$ cat src/rtl/hazard_unit_mc.sv
// Pipeline hazard controller for the 5-stage MIPS core: multi-cycle load-use and MDU-busy
// stalls, jump/branch flushes, and a saturating stall-cycle counter.
module hazard_unit_mc #(
  parameter int unsigned REG_AW  = 5,
  parameter int unsigned MEM_LAT = 1,
  parameter int unsigned MDU_LAT = 4,
  parameter int unsigned CNT_W   = 32
) (
  input  logic              clk,
  input  logic              reset,
  input  logic [REG_AW-1:0] id_rs,
  input  logic [REG_AW-1:0] id_rt,
  input  logic              id_uses_rs,
  input  logic              id_uses_rt,
  input  logic              id_mdu_read,
  input  logic              id_mdu_start,
  input  logic [1:0]        pc_src_id,
  input  logic [REG_AW-1:0] ex_rt,
  input  logic              ex_mem_read,
  input  logic              ex_branch,
  input  logic              ex_zero,
  input  logic              ex_mdu_start,
  output logic [1:0]        pc_ctrl,
  output logic [1:0]        ifid_ctrl,
  output logic [1:0]        idex_ctrl,
  output logic              stall_active,
  output logic [CNT_W-1:0]  stall_cycles
);

  localparam int unsigned LuW  = (MEM_LAT > 1) ? $clog2(MEM_LAT) : 1;
  localparam int unsigned MduW = (MDU_LAT > 1) ? $clog2(MDU_LAT) : 1;

  localparam logic [1:0] CtrlNormal = 2'b00;
  localparam logic [1:0] CtrlFlush  = 2'b01;
  localparam logic [1:0] CtrlHold   = 2'b10;

  logic [LuW-1:0]   lu_cnt_q, lu_cnt_d;
  logic [MduW-1:0]  mdu_cnt_q, mdu_cnt_d;
  logic [CNT_W-1:0] stall_cycles_q, stall_cycles_d;

  logic lu_hit, lu_stall, mdu_busy, mdu_stall, taken, stall, jump;

  always_comb begin
    lu_hit    = ex_mem_read && (ex_rt != '0) &&
                ((id_uses_rs && (ex_rt == id_rs)) || (id_uses_rt && (ex_rt == id_rt)));
    lu_stall  = lu_hit || (lu_cnt_q != '0);
    mdu_busy  = ex_mdu_start || (mdu_cnt_q != '0);
    mdu_stall = mdu_busy && (id_mdu_read || id_mdu_start);
    taken     = ex_branch && ex_zero;
    stall     = !taken && (lu_stall || mdu_stall);
    jump      = (pc_src_id == 2'b01) || (pc_src_id == 2'b10);
  end

  // A held jump is only flushed once the stall releases, since stall outranks jump.
  always_comb begin
    pc_ctrl   = CtrlNormal;
    ifid_ctrl = CtrlNormal;
    idex_ctrl = CtrlNormal;
    if (!reset) begin
      if (taken) begin
        ifid_ctrl = CtrlFlush;
        idex_ctrl = CtrlFlush;
      end else if (stall) begin
        pc_ctrl   = CtrlHold;
        ifid_ctrl = CtrlHold;
        idex_ctrl = CtrlFlush;
      end else if (jump) begin
        ifid_ctrl = CtrlFlush;
      end
    end
    stall_active = (pc_ctrl == CtrlHold);
  end

  always_comb begin
    lu_cnt_d = lu_cnt_q;
    if (taken) begin
      lu_cnt_d = '0;
    end else if (lu_hit) begin
      lu_cnt_d = LuW'(MEM_LAT - 1);
    end else if (lu_cnt_q != '0) begin
      lu_cnt_d = lu_cnt_q - LuW'(1);
    end

    // The MDU keeps running across a taken branch; its op has already issued.
    mdu_cnt_d = mdu_cnt_q;
    if (ex_mdu_start) begin
      mdu_cnt_d = MduW'(MDU_LAT - 1);
    end else if (mdu_cnt_q != '0) begin
      mdu_cnt_d = mdu_cnt_q - MduW'(1);
    end

    stall_cycles_d = stall_cycles_q;
    if (stall_active && (stall_cycles_q != '1)) begin
      stall_cycles_d = stall_cycles_q + CNT_W'(1);
    end
  end

  always_ff @(posedge clk) begin
    if (reset) begin
      lu_cnt_q       <= '0;
      mdu_cnt_q      <= '0;
      stall_cycles_q <= '0;
    end else begin
      lu_cnt_q       <= lu_cnt_d;
      mdu_cnt_q      <= mdu_cnt_d;
      stall_cycles_q <= stall_cycles_d;
    end
  end

  assign stall_cycles = stall_cycles_q;

endmodule

$ cat config.mk
export PLATFORM = sky130hd
export DESIGN_NAME = hazard_unit_mc
export DESIGN_NICKNAME = d
export VERILOG_FILES = /design/src/rtl/hazard_unit_mc.sv
export SDC_FILE = /design/constraint.sdc
export NUM_CORES = 1
export LEC_CHECK = 0
export BUFFER_PORTS_ARGS = -buffer_cell sky130_fd_sc_hd__buf_2
export CAP_MARGIN = 0
export CORE_MARGIN = 2
export CORE_UTILIZATION = 54
export DETAILED_ROUTE_END_ITERATION = 10
export GPL_TIMING_DRIVEN = 0
export PLACE_DENSITY_LB_ADDON = 0.05
export SLEW_MARGIN = 20
export SYNTH_ARGS = -nofsm -noshare
export SYNTH_HDL_FRONTEND = slang
export SYNTH_SLANG_ARGS = --single-unit
$ cat constraint.sdc
create_clock -name clk -period 7.4 [get_ports clk]
set_input_delay 1.48 -clock clk [delete_from_list [all_inputs] [get_ports clk]]
set_output_delay 1.48 -clock clk [all_outputs]
set_load 0.02 [all_outputs]
==> metrics.txt, run 1 <==
hold buffers post-CTS=0; arrival time of the worst setup path=about 3.1 ns; max frequency=219 MHz; outcome=finished clean; largest net degree at the start of global routing=11; Post-CTS Setup Repair Bufs=0; overall die width=around 64 um; layout overhead on the synthesized area=22.0%; Async S/R FF share, synth=0; number of violations of the max-capacitance limit=0; total number of nets in the final design=roughly 350; maximum count of clock buffers along a single path=2; Synth top area share=0.357; Max Slew Vio Count=0; DRT iter0 DRCs=163; crit share post-route=0.618; unique cell type count in the Yosys netlist=34; register clock-pin slew on the reported worst setup and hold paths=roughly 0.1 ns; Clock Sinks=35; fraction of final layout cells with drive strength greater than 1=0.264; worst-case headroom to the max-slew limit=0.626; setup TNS=0 ns; most common cell after layout, fill and taps aside=sky130_fd_sc_hd__buf_2; clock period minus final worst setup slack=~4.6 ns; Max Clock Skew=between 0.01 and 0.015 ns; buffers and inverters on the worst path=3; cell area after technology mapping=0.00196 mm^2; number of CTS-inserted buffers=5; number of rows created at floorplan=21; count of buffers inserted at the top-level ports=63; uppermost metal layer occupied by signal nets=met4; via count of the first global-routing pass=approximately 1,700; largest cells by area after synthesis=sky130_fd_sc_hd__dfxtp_1 36%, sky130_fd_sc_hd__a21oi_1 6.6%, sky130_fd_sc_hd__or3_1 5.1%; maximum ir drop on the vdd rail=0.129 mV; PwrDens=~150 mW/mm^2; total via count in the routed design=a little over 2,000; DIE HEIGHT=roughly 64 um; total count of hold-check failures in the final report=0; number of iterations in the first detailed-routing pass=4; number of enable flip-flop cells after synthesis=0; wire length of the first global-routing pass=7750 um; switching power=about 0.10 mW; Worst Path Max Fanout=3; CTS Root Cell=sky130_fd_sc_hd__clkbuf_4; commonest cells after routing, fill and taps aside=65 x sky130_fd_sc_hd__buf_2, 35 x sky130_fd_sc_hd__dfxtp_1, 26 x sky130_fd_sc_hd__a21oi_1; slowest library cell on the worst path=sky130_fd_sc_hd__or4_1; Total Die Area=about 0.0041 mm^2; post-cts repair resize count=0; Overall Global Routing Usage=0.234; CP top delay family=simple AND/OR/NAND/NOR gates; Placer Congestion=roughly 0.83; clock network fraction of total power=0.282; number of cells produced by synthesis=about 250; leakage=approximately 0.95 nW; Crit Path Class=primary input to output port; highest cell delay on the worst timing path=around 0.52 ns; Routed Wire Length=4650 um; Logic pwr share=0.163; P_int=approximately 0.25 mW; critical path, cell by cell=buf_2 -> or4_1 -> o21ai_0 -> o21ai_0 -> nand2_1 -> nor2_1 -> buf_4 -> buf_2; Core Region=0.00342 mm^2; worst min path class=flop to flop; count of antenna-violating nets left after detailed routing=0; kind of end point of the critical path=output port; detailed placement HPWL=around 3600 um; post-synthesis cell type with the largest combined area=sky130_fd_sc_hd__dfxtp_1; startpoint class of the critical path=primary input; I/O pins=66; Least-Margin Pin Slew=0.561 ns; number of register bits inferred by synthesis=35; antenna diode count=0; overall overflow remaining after global route=0; Data required, critical path=around 6 ns; met3 wire len=approximately 280 um; average footprint of a synthesized cell=between 7 and 8 um^2; switching part of the total=0.283; Most used DFF post-synth=sky130_fd_sc_hd__dfxtp_1; CTS HTree Levels=2; post-detailed-route wirelength per cell=12.5 um; Clock Latency Late Sink=around 0.33 ns; number of warnings printed during yosys synthesis=0; sequential group share of total power=0.554; number of antenna violations at the first check in global routing=0; unrepaired setup endpoints after global routing=false; utilization after layout=0.700; initial core utilization=0.574; sequential fraction of the synthesis area=0.357; routed length on met2=around 2200 um; detailed-routing wirelength on met1=approximately 2200 um; number of filler cells placed in the layout=approximately 320; TritonCTS clock tree=yes; number of endpoints failing setup at the final stage=0; via density per instance=approximately 5.6; DRC violations left=0
==> logic make-up after synthesis <==
| group | count (synthesis) | share of synthesized area |
|---|---|---|
| AND/OR/NAND/NOR | 112 | 0.305 |
| AO/OA/AOI/OAI | 57 | 0.167 |
| flip-flops | 35 | 0.357 |
| buffers and inverters | 26 | 0.0587 |
| XOR/XNOR | 13 | 0.0581 |
| multiplexers | 7 | 0.0389 |
| adder cells (fa/ha/maj) | 2 | 0.0128 |
| other | 1 | 0.00191 |
==> worst paths after layout <==
kind | startpoint | end | slack, ns | cells after the start
worst max-delay path | ex_rt[1] | ifid_ctrl[1] | 2.83 | 8
worst min register to register | stall_cycles[13] | stall_cycles[13] | 0.50 | 2
worst max register to register | stall_cycles[3] | stall_cycles[31] | 4.79 | 7
worst min-delay path | stall_cycles[13] | stall_cycles[13] | 0.50 | 2
==> final cells by class <==
cell class / instances / area, um^2 / share of cell area
Timing Repair Buffer: 63 / 315 / 0.132
Sequential cell: 35 / 701 / 0.293
Multi-Input combinational cell: 194 / 1150 / 0.482
Clock buffer: 7 / 45.0 / 0.0188
Buffer: 15 / 73.8 / 0.0309
Inverter: 11 / 41.3 / 0.0173
Tap cell: 46 / 57.6 / 0.0241
Clock inverter: 1 / 5.00 / 0.00209
==> cells in the mapped netlist (9+ instances only) <==
library cell and number:
sky130_fd_sc_hd__inv_1 11, sky130_fd_sc_hd__xnor2_1 11, sky130_fd_sc_hd__nand3_1 15, sky130_fd_sc_hd__or4_1 11
sky130_fd_sc_hd__clkbuf_1 9, sky130_fd_sc_hd__o21ai_0 16, sky130_fd_sc_hd__o31ai_1 9, sky130_fd_sc_hd__nand2_1 23
sky130_fd_sc_hd__a21oi_1 26, sky130_fd_sc_hd__dfxtp_1 35, sky130_fd_sc_hd__or3_1 16, sky130_fd_sc_hd__nor2_1 18
==> through the flow <==
step | total power, mW | cell area [um^2] | hold WS (ns) | worst slack, ns | cells
floorplan | 0.237 | 1970 | 0.547 | 3.06 | 255
global placement | 0.256 | 2340 | 0.480 | 2.86 | 364
detailed placement | 0.257 | 2340 | 0.487 | 2.84 | 364
CTS | 0.354 | 2390 | 0.502 | 2.83 | 372
global route | 0.371 | 2390 | 0.535 | 2.67 | 372
finish | 0.352 | 2390 | 0.504 | 2.83 | 372
==> power by group through the flow <==
stage	combinational, mW	clock [mW]	sequential [mW]
5_1_grt	0.0647	0.111	0.196
6_report	0.0575	0.0994	0.195
4_1_cts	0.0578	0.101	0.195
3_3_place_gp	0.0566	0	0.199
2_1_floorplan	0.0353	0	0.202
3_5_place_dp	0.0576	0	0.199
==> per-layer routing <==
metal / up-vias / track usage
li1: 1054 / -
met1: 953 / 0.307
met2: 57 / 0.391
met3: 2 / 0.0616
met4: 0 / 0.0372
met5: - / 0
==> registers in the layout (all words and copies together), names as in the netlist <==
register	flops
lu_cnt_q	1
mdu_cnt_q	2
stall_cycles	32
==> worst register-to-register path, cell delays in order, from the launching register on <==
cell	delay (ns)
sky130_fd_sc_hd__dfxtp_1	0.45
sky130_fd_sc_hd__nand4_2	0.19
sky130_fd_sc_hd__or3_1	0.37
sky130_fd_sc_hd__buf_2	0.15
sky130_fd_sc_hd__or3_1	0.34
sky130_fd_sc_hd__or3_2	0.42
sky130_fd_sc_hd__nor4_1	0.22
sky130_fd_sc_hd__mux2_2	0.37
Note: power is estimated with default switching activity, not from simulation.
==> inputs of run 2 (changes only) <==
--- a/config.mk
+++ b/config.mk
@@ -8,7 +8,7 @@
 export BUFFER_PORTS_ARGS = -buffer_cell sky130_fd_sc_hd__buf_2
 export CAP_MARGIN = 0
 export CORE_MARGIN = 2
-export CORE_UTILIZATION = 54
+export CORE_UTILIZATION = 50
 export DETAILED_ROUTE_END_ITERATION = 10
 export GPL_TIMING_DRIVEN = 0
 export PLACE_DENSITY_LB_ADDON = 0.05
==> constraint.sdc (replaced) <==
create_clock -name clk -period 4.3 [get_ports clk]
set_input_delay 0.86 -clock clk [delete_from_list [all_inputs] [get_ports clk]]
set_output_delay 0.86 -clock clk [all_outputs]
set_load 0.02 [all_outputs]
==> metrics.txt, run 2 (synthesis results as in run 1) <==
outcome=finished clean; sequential group share of total power=0.478; Max Slew Vio Count=0; switching part of the total=0.266; fraction of final layout cells with drive strength greater than 1=0.267; Data required, critical path=roughly 3.4 ns; maximum count of clock buffers along a single path=2; number of CTS-inserted buffers=5; clock network fraction of total power=0.380; Post-CTS Setup Repair Bufs=0; worst reg-to-reg path cell count=7; overall overflow remaining after global route=0; DRC violations left=0; number of antenna violations at the first check in global routing=0; worst-case headroom to the max-slew limit=0.641; slowest library cell on the worst path=sky130_fd_sc_hd__or4_1; worst min path class=flop to flop; total power=0.705 mW; number of placed instances with taps included=~370; crit share post-route=0.768; number of violations of the max-capacitance limit=0; TritonCTS clock tree=yes; wire length of the first global-routing pass=between 7000 and 8000 um; worst hold path endpoint=stall_cycles[13]; most common cell after layout, fill and taps aside=sky130_fd_sc_hd__buf_2; total number of nets in the final design=354; Worst R2R Start=stall_cycles[3]; DRT iter0 DRCs=about 180; via count of the first global-routing pass=approximately 1,800; Worst Path Max Fanout=3; leakage=0.970 nW; number of iterations in the first detailed-routing pass=4; Core Region=~0.0037 mm^2; antenna diode count=0; Max Clock Skew=around 0.0028 ns; largest net degree at the start of global routing=11; register-to-register path setup slack=1.68 ns; layout overhead on the synthesized area=24.6%; detailed placement HPWL=3580 um; Logic pwr share=0.142; critical path, cell by cell=buf_2 -> or4_1 -> o21ai_0 -> o21ai_0 -> nand2_1 -> nor2_1 -> buf_4 -> buf_2; maximum ir drop on the vdd rail=between 0.2 and 0.3 mV; Clock Sinks=35; count of buffers inserted at the top-level ports=63; clock period minus final worst setup slack=approximately 3.3 ns; Overall Global Routing Usage=0.232; min-delay src=stall_cycles[13]; commonest cells after routing, fill and taps aside=65 x sky130_fd_sc_hd__buf_2, 35 x sky130_fd_sc_hd__dfxtp_1, 26 x sky130_fd_sc_hd__a21oi_1; hold path cells=2; DIE HEIGHT=around 67 um; Least-Margin Pin Slew=0.539 ns; Clock Latency Late Sink=0.29 ns; arrival time of the worst setup path=roughly 2.4 ns; via density per instance=5.55; total via count in the routed design=2,074; I/O pins=66; Placer Congestion=a little over 0.8; PwrDens=288 mW/mm^2; P_int=approximately 0.52 mW; register clock-pin slew on the reported worst setup and hold paths=~0.070 ns; kind of end point of the critical path=output port; CTS Root Cell=sky130_fd_sc_hd__clkbuf_8; initial core utilization=0.528; switching power=between 0.15 and 0.2 mW; dpl ws=approximately 0.99 ns; startpoint class of the critical path=primary input; hold buffers post-CTS=0; overall die width=roughly 67 um; Final Non-Filler Cells=roughly 370; total count of hold-check failures in the final report=0; post-detailed-route wirelength per cell=approximately 13 um; utilization after layout=0.658; CTS HTree Levels=2; number of rows created at floorplan=22; count of antenna-violating nets left after detailed routing=0; final setup slack of the worst path=roughly 1.0 ns; Routed Wire Length=4830 um; Largest register FFs=32; post-cts repair resize count=0; Crit Path Class=primary input to output port; Total Die Area=0.00444 mm^2; number of endpoints failing setup at the final stage=0; Critical R2R Capture=stall_cycles[31]; max frequency=303 MHz; highest cell delay on the worst timing path=between 0.5 and 0.6 ns; number of filler cells placed in the layout=355; unrepaired setup endpoints after global routing=false; setup TNS=0 ns
==> run 2: cell count changes in the layout (fill, tap and decap cells not counted) <==
cell | before | now
sky130_fd_sc_hd__clkbuf_1 | 11 | 10
sky130_fd_sc_hd__clkbuf_4 | 5 | 0
sky130_fd_sc_hd__clkbuf_8 | 0 | 7
sky130_fd_sc_hd__clkinv_2 | 1 | 0
==> run 2: final cells by class <==
cell class                      instances  area [um^2]  area share
Timing Repair Buffer                   63          315       0.129
Multi-Input combinational cell        194         1150       0.472
Inverter                               11         41.3      0.0169
Buffer                                 15         73.8      0.0302
Tap cell                               48         60.1      0.0246
Clock buffer                            8          100      0.0410
Sequential cell                        35          701       0.287
==> run 2: worst max-delay path, delay by kind of cell <==
family / cells / cell delay (ns)
AOI/OAI and AO/OA: 2 / 0.47
buffers and inverters: 3 / 0.43
and+or+nand+nor: 3 / 0.69
==> run 2: through the flow <==
step | area, um^2 | hold slack, ns
floorplan | 1970 | 0.547
global placement | 2340 | 0.482
detailed placement | 2340 | 0.488
CTS | 2440 | 0.499
global route | 2440 | 0.527
finish | 2440 | 0.493
==> run 2: how the worst max path moves through the flow <==
| stage | startpoint | endpoint | slack, ns | cells after the start |
|---|---|---|---|---|
| 2_1_floorplan | ex_rt[1] | ifid_ctrl[1] | 1.20 | 7 |
| 3_3_place_gp | ex_rt[1] | pc_ctrl[1] | 1.0 | 8 |
| 3_5_place_dp | ex_rt[1] | pc_ctrl[1] | 0.99 | 8 |
| 4_1_cts | ex_rt[1] | pc_ctrl[1] | 0.99 | 8 |
| 5_1_grt | ex_rt[1] | pc_ctrl[1] | 0.89 | 8 |
| 6_report | ex_rt[1] | pc_ctrl[1] | 1.0 | 8 |
==> run 2: power groups by stage <==
stage	clock network, mW	logic [mW]	registers, mW
floorplan	0	0.0608	0.347
global placement	0	0.0990	0.343
detailed placement	0	0.101	0.344
CTS	0.269	0.101	0.336
global route	0.284	0.112	0.337
finish	0.268	0.100	0.337
==> run 2: metal layers <==
| metal | GRT usage | vias to the layer above | share of wire |
|---|---|---|---|
| li1 | - | 1052 | - |
| met3 | 0.0473 | 6 | 0.069 |
| met1 | 0.308 | 950 | 0.47 |
| met4 | 0.0791 | 0 | 0.013 |
| met2 | 0.374 | 66 | 0.45 |
| met5 | 0 | - | 0 |
